$ cat config.mk
export PLATFORM = sky130hd
export DESIGN_NAME = sqrt_arbiter
export DESIGN_NICKNAME = d
export VERILOG_FILES = /design/src/rtl/sqrt_arbiter.sv
export SDC_FILE = /design/constraint.sdc
export NUM_CORES = 1
export LEC_CHECK = 0
export CORE_ASPECT_RATIO = 0.9
export CORE_MARGIN = 4
export CORE_UTILIZATION = 38
export DETAILED_ROUTE_END_ITERATION = 12
export PLACE_DENSITY = 0.79
export SYNTH_ARGS = -nofsm -noshare
export SYNTH_HDL_FRONTEND = slang
export SYNTH_SLANG_ARGS = --single-unit
$ cat constraint.sdc
create_clock -name clk -period 2.17 [get_ports clk]
set_input_delay 0.434 -clock clk [delete_from_list [all_inputs] [get_ports clk]]
set_output_delay 0.434 -clock clk [all_outputs]
set_load 0.02 [all_outputs]
$ cat src/rtl/sqrt_arbiter.sv
// Round-robin front end sharing one iterative integer square-root engine between NREQ requesters.
// Optional watchdog on the engine wait is enabled by defining SQRT_ARB_TIMEOUT_EN.
module sqrt_arbiter #(
    parameter int WIDTH   = 32,
    parameter int NREQ    = 4,
    parameter int TIMEOUT = 64,
    localparam int IDW    = $clog2(NREQ)
) (
    input  logic                  clk,
    input  logic                  rst_n,
    input  logic [NREQ-1:0]       req_valid,
    input  logic [NREQ*WIDTH-1:0] req_data,
    output logic [NREQ-1:0]       req_ready,
    output logic                  rsp_valid,
    input  logic                  rsp_ready,
    output logic [IDW-1:0]        rsp_id,
    output logic [WIDTH-1:0]      rsp_root,
    output logic [WIDTH-1:0]      rsp_rem,
    output logic                  rsp_err,
    output logic                  eng_stall,
    output logic [WIDTH-1:0]      eng_data,
    input  logic [WIDTH-1:0]      eng_quotient,
    input  logic [WIDTH-1:0]      eng_remainder,
    input  logic                  eng_ready
);

    typedef enum logic [1:0] {
        IDLE = 2'd0,
        LOAD = 2'd1,
        WAIT = 2'd2,
        RESP = 2'd3
    } state_t;

    state_t           state;
    logic [IDW-1:0]   last;
    logic [IDW-1:0]   id_reg;
    logic [WIDTH-1:0] op_reg;
    logic             grant_found;
    logic [IDW-1:0]   grant_idx;
    logic [IDW:0]     cand;

    // Round-robin search: first valid requester starting just after the last one served.
    always_comb begin
        grant_found = 1'b0;
        grant_idx   = '0;
        cand        = '0;
        for (int i = 1; i <= NREQ; i++) begin
            cand = {1'b0, last} + (IDW+1)'(i);
            if (cand >= (IDW+1)'(NREQ)) begin
                cand = cand - (IDW+1)'(NREQ);
            end else begin
                cand = cand;
            end
            if (!grant_found && req_valid[cand[IDW-1:0]]) begin
                grant_found = 1'b1;
                grant_idx   = cand[IDW-1:0];
            end else begin
                grant_found = grant_found;
            end
        end
    end

    // Grant is offered only while idle and out of reset.
    always_comb begin
        if (rst_n && (state == IDLE) && grant_found) begin
            req_ready = NREQ'(1) << grant_idx;
        end else begin
            req_ready = '0;
        end
    end

    // The engine is held in restart during reset and for the single LOAD cycle.
    assign eng_stall = !rst_n || (state == LOAD);
    assign eng_data  = op_reg;
    assign rsp_valid = (state == RESP);

`ifdef SQRT_ARB_TIMEOUT_EN
    localparam int CW = $clog2(TIMEOUT + 1);
    logic [CW-1:0] wd_cnt;
    logic          err_reg;
    assign rsp_err = err_reg;
`else
    assign rsp_err = 1'b0;
`endif

    // Controller state machine with registered response fields.
    always_ff @(posedge clk) begin
        if (!rst_n) begin
            state    <= IDLE;
            last     <= IDW'(NREQ - 1);
            id_reg   <= '0;
            op_reg   <= '0;
            rsp_id   <= '0;
            rsp_root <= '0;
            rsp_rem  <= '0;
`ifdef SQRT_ARB_TIMEOUT_EN
            wd_cnt   <= '0;
            err_reg  <= 1'b0;
`endif
        end else begin
            case (state)
                IDLE: begin
                    if (grant_found) begin
                        op_reg <= req_data[grant_idx*WIDTH +: WIDTH];
                        id_reg <= grant_idx;
                        last   <= grant_idx;
                        state  <= LOAD;
                    end else begin
                        state  <= IDLE;
                    end
                end
                LOAD: begin
`ifdef SQRT_ARB_TIMEOUT_EN
                    wd_cnt <= '0;
`endif
                    state  <= WAIT;
                end
                WAIT: begin
                    if (eng_ready) begin
                        rsp_root <= eng_quotient;
                        rsp_rem  <= eng_remainder;
                        rsp_id   <= id_reg;
                        state    <= RESP;
`ifdef SQRT_ARB_TIMEOUT_EN
                    end else if (wd_cnt == CW'(TIMEOUT - 1)) begin
                        // Engine never finished: report an error response instead of hanging.
                        rsp_root <= '0;
                        rsp_rem  <= '0;
                        rsp_id   <= id_reg;
                        err_reg  <= 1'b1;
                        state    <= RESP;
                    end else begin
                        wd_cnt   <= wd_cnt + CW'(1);
                        state    <= WAIT;
`else
                    end else begin
                        state    <= WAIT;
`endif
                    end
                end
                RESP: begin
                    if (rsp_ready) begin
`ifdef SQRT_ARB_TIMEOUT_EN
                        err_reg <= 1'b0;
`endif
                        state   <= IDLE;
                    end else begin
                        state   <= RESP;
                    end
                end
                default: begin
                    state <= IDLE;
                end
            endcase
        end
    end

endmodule

==> metrics.txt <==
largest net degree at the start of global routing 69; clock network power share 0.290; combinational power share 0.336; initial antenna violation count 0; post-route clock period utilization 1.00; row count 39; Syn Area/Cell roughly 8.5 um2; Sink Count 104; Data arrival, critical path 1.74 ns; Layout area overhead 72.5%; global-route wire length before repair slightly below 30 mm; Synth Instances around 600; Global Route Usage Sum 0.241; Final Worst Setup Slack -0.00790 ns; minimum clock period 2.18 ns; Finish-stage setup viols 1; clock skew after layout around 0.0067 ns; Clock Path Buffers 2; CTS tree yes; Die X-Extent 130 um; WL final approximately 19 mm; failing checks negative setup slack; critical path data required time approximately 1.7 ns; f_max about 0.46 GHz; GP Congestion roughly 0.83; Fin. Hold Viols 0; Power Internal about 4100 uW; Sw Share 0.305; crit-path max FO 4; leak pwr 0.00323 uW; Post-layout nets around 1,100; post-layout util 0.680; CTS Buf Count 9; Startpoint Class register; vias in the first global route just under 6,000; Power Total roughly 5900 uW; post-detailed-route DRC marker count 0; Psw 1790 uW; FF+latch count, synth 104; sequential power share 0.375; die area 0.0153 mm2; vias per std cell 5.29; starting density of the core 0.394; Routed Antenna Nets 0; Ys Warns 0; Ant. Diodes 0; DP Wirelength 14.6 mm; worst hold path cell count 2; share of layout cells above drive strength 1 0.0962; PwrDens roughly 670 mW/mm2; critical path class reg -> out; Root Buffer clkbuf_16; die height around 120 um; VDD IR max 0.462 mV; Iteration-0 DRC Markers around 280; Synth cell types 39; GRT Residual Overflow 0; DR WL/cell between 15 and 20 um; post-synth top area share 0.409; RSZ-0062 raised after global routing yes; core area 0.0129 mm2; vias after detailed routing between 5,000 and 6,000; kind of end point of the critical path output port; Yosys top cell by area dfxtp_1; Max Cap Viol 0; H-tree depth 3; FF-to-FF path depth 8; status finished with violations; hold-fix buffer count after cts 0; sequential element share of the synthesized area 0.409; Clock Pin Slew Worst Setup and Hold Paths about 0.070 ns; Port Buffer Count slightly above 300; IO Count 305; Synth area leaders dfxtp_1 41%, nand2_1 12%, a21boi_0 9.9%; area of the mapped netlist around 0.0051 mm2; Final Max Tran Viols 0; worst hold path type reg -> reg; DRT Pass-1 Iters 5; syn_nets roughly 800; Skew-Pair Late Insertion Delay about 0.35 ns
[placed cells by master, fill, tap and decap left out, types with 3 or more instances in the layout]
cell / synthesis / final
o21ai_0: 3 / 3
buf_6: 7 / 5
mux2i_1: 34 / 34
buf_12: 0 / 4
a21bo_1: 30 / 30
nand2b_1: 3 / 3
o31ai_1: 31 / 31
dfxtp_2: 0 / 3
a21boi_0: 67 / 67
nand2_1: 166 / 166
clkbuf_16: 0 / 9
o211ai_1: 30 / 30
nand4_1: 31 / 31
clkdlybuf4s50_1: 0 / 293
buf_4: 5 / 30
dfxtp_1: 104 / 101
nor2_2: 0 / 3
[cells in the mapped netlist, drive strengths merged]
cell type and number:
o31a 1, a21bo 31, o22ai 1, nand3 4, nor2 7, o21ai 5, nand4 31, o21a 2
a21o 1, or2 1, o211ai 31, or4b 1, and2 1, a21boi 67, conb 1, nor3 2
clkbuf 42, mux2i 34, inv 1, o31ai 31, buf 16, or2b 1, nor2b 4, nand2b 3
and3 1, a21oi 4, nand2 166, nor4 1, dfxtp 104, o221ai 1, a211oi 1
[power by group through the flow]
stage                     Sequential [uW]  Combinational, uW  Clock, uW
after detailed placement             2240               1930          0
after global routing                 2220               2110       1800
after global placement               2230               1900          0
after CTS                            2200               1960       1740
final                                2200               1970       1700
after floorplan                      2440                743          0
[timing repair]
action / CTS / global route
pin swaps: 7 / 5
cloned: 0 / 0
endpoints found under the setup margin: 32 / 32
gates resized for setup: 43 / 16
setup buffers: 0 / 0
[kinds of logic (layout without fill, tap and decap cells)]
kind of cell	after synthesis	after routing	share of synthesized area
muxes	34	34	0.0668
DFF	104	104	0.409
other	1	1	0.000736
AOI/OAI and AO/OA	176	176	0.275
and+or+nand+nor	223	223	0.191
buffers and inverters	59	356	0.0577
[cell type report]
class | count | area, um2
Fill cell | 1019 | 4140
Tap cell | 164 | 205
Sequential cell | 104 | 2090
Clock buffer | 11 | 253
Timing Repair Buffer | 339 | 3370
Inverter | 1 | 3.75
Multi-Input combinational cell | 434 | 2810
Clock inverter | 5 | 63.8
[stage by stage]
step / hold WS [ns] / std cells / instance area (um2) / worst slack [ns] / TNS, ns
2_1_floorplan: 0.438 / 597 / 5090 / 0.00527 / 0
3_3_place_gp: 0.449 / 1042 / 8380 / -0.871 / -19.13
3_5_place_dp: 0.457 / 1042 / 8380 / -0.898 / -19.56
4_1_cts: 0.465 / 1058 / 8740 / -0.0618 / -0.0995
5_1_grt: 0.486 / 1058 / 8790 / -0.0629 / -0.126
6_report: 0.461 / 1058 / 8790 / -0.00790 / -0.00790
[routing by layer]
layer | track usage | vias up | share of wire
li1 | - | 2681 | -
met1 | 0.268 | 2609 | 0.38
met2 | 0.413 | 259 | 0.50
met3 | 0.0780 | 50 | 0.081
met4 | 0.110 | 0 | 0.041
met5 | 0 | - | 0
[worst paths after layout]
check         startpoint            to  slack [ns]
max             state[0]  req_ready[1]      -0.008
min          rsp_root[6]   rsp_root[6]        0.46
max reg2reg      last[0]  eng_data[30]        0.23
min reg2reg  rsp_root[6]   rsp_root[6]        0.46
[critical path, cell delays in order (launching register included)]
cell,delay (ns)
dfxtp_2,0.32
or4b_4,0.54
or2_4,0.29
nor2_4,0.11
buf_6,0.13
(Power assumes the default switching activity.)
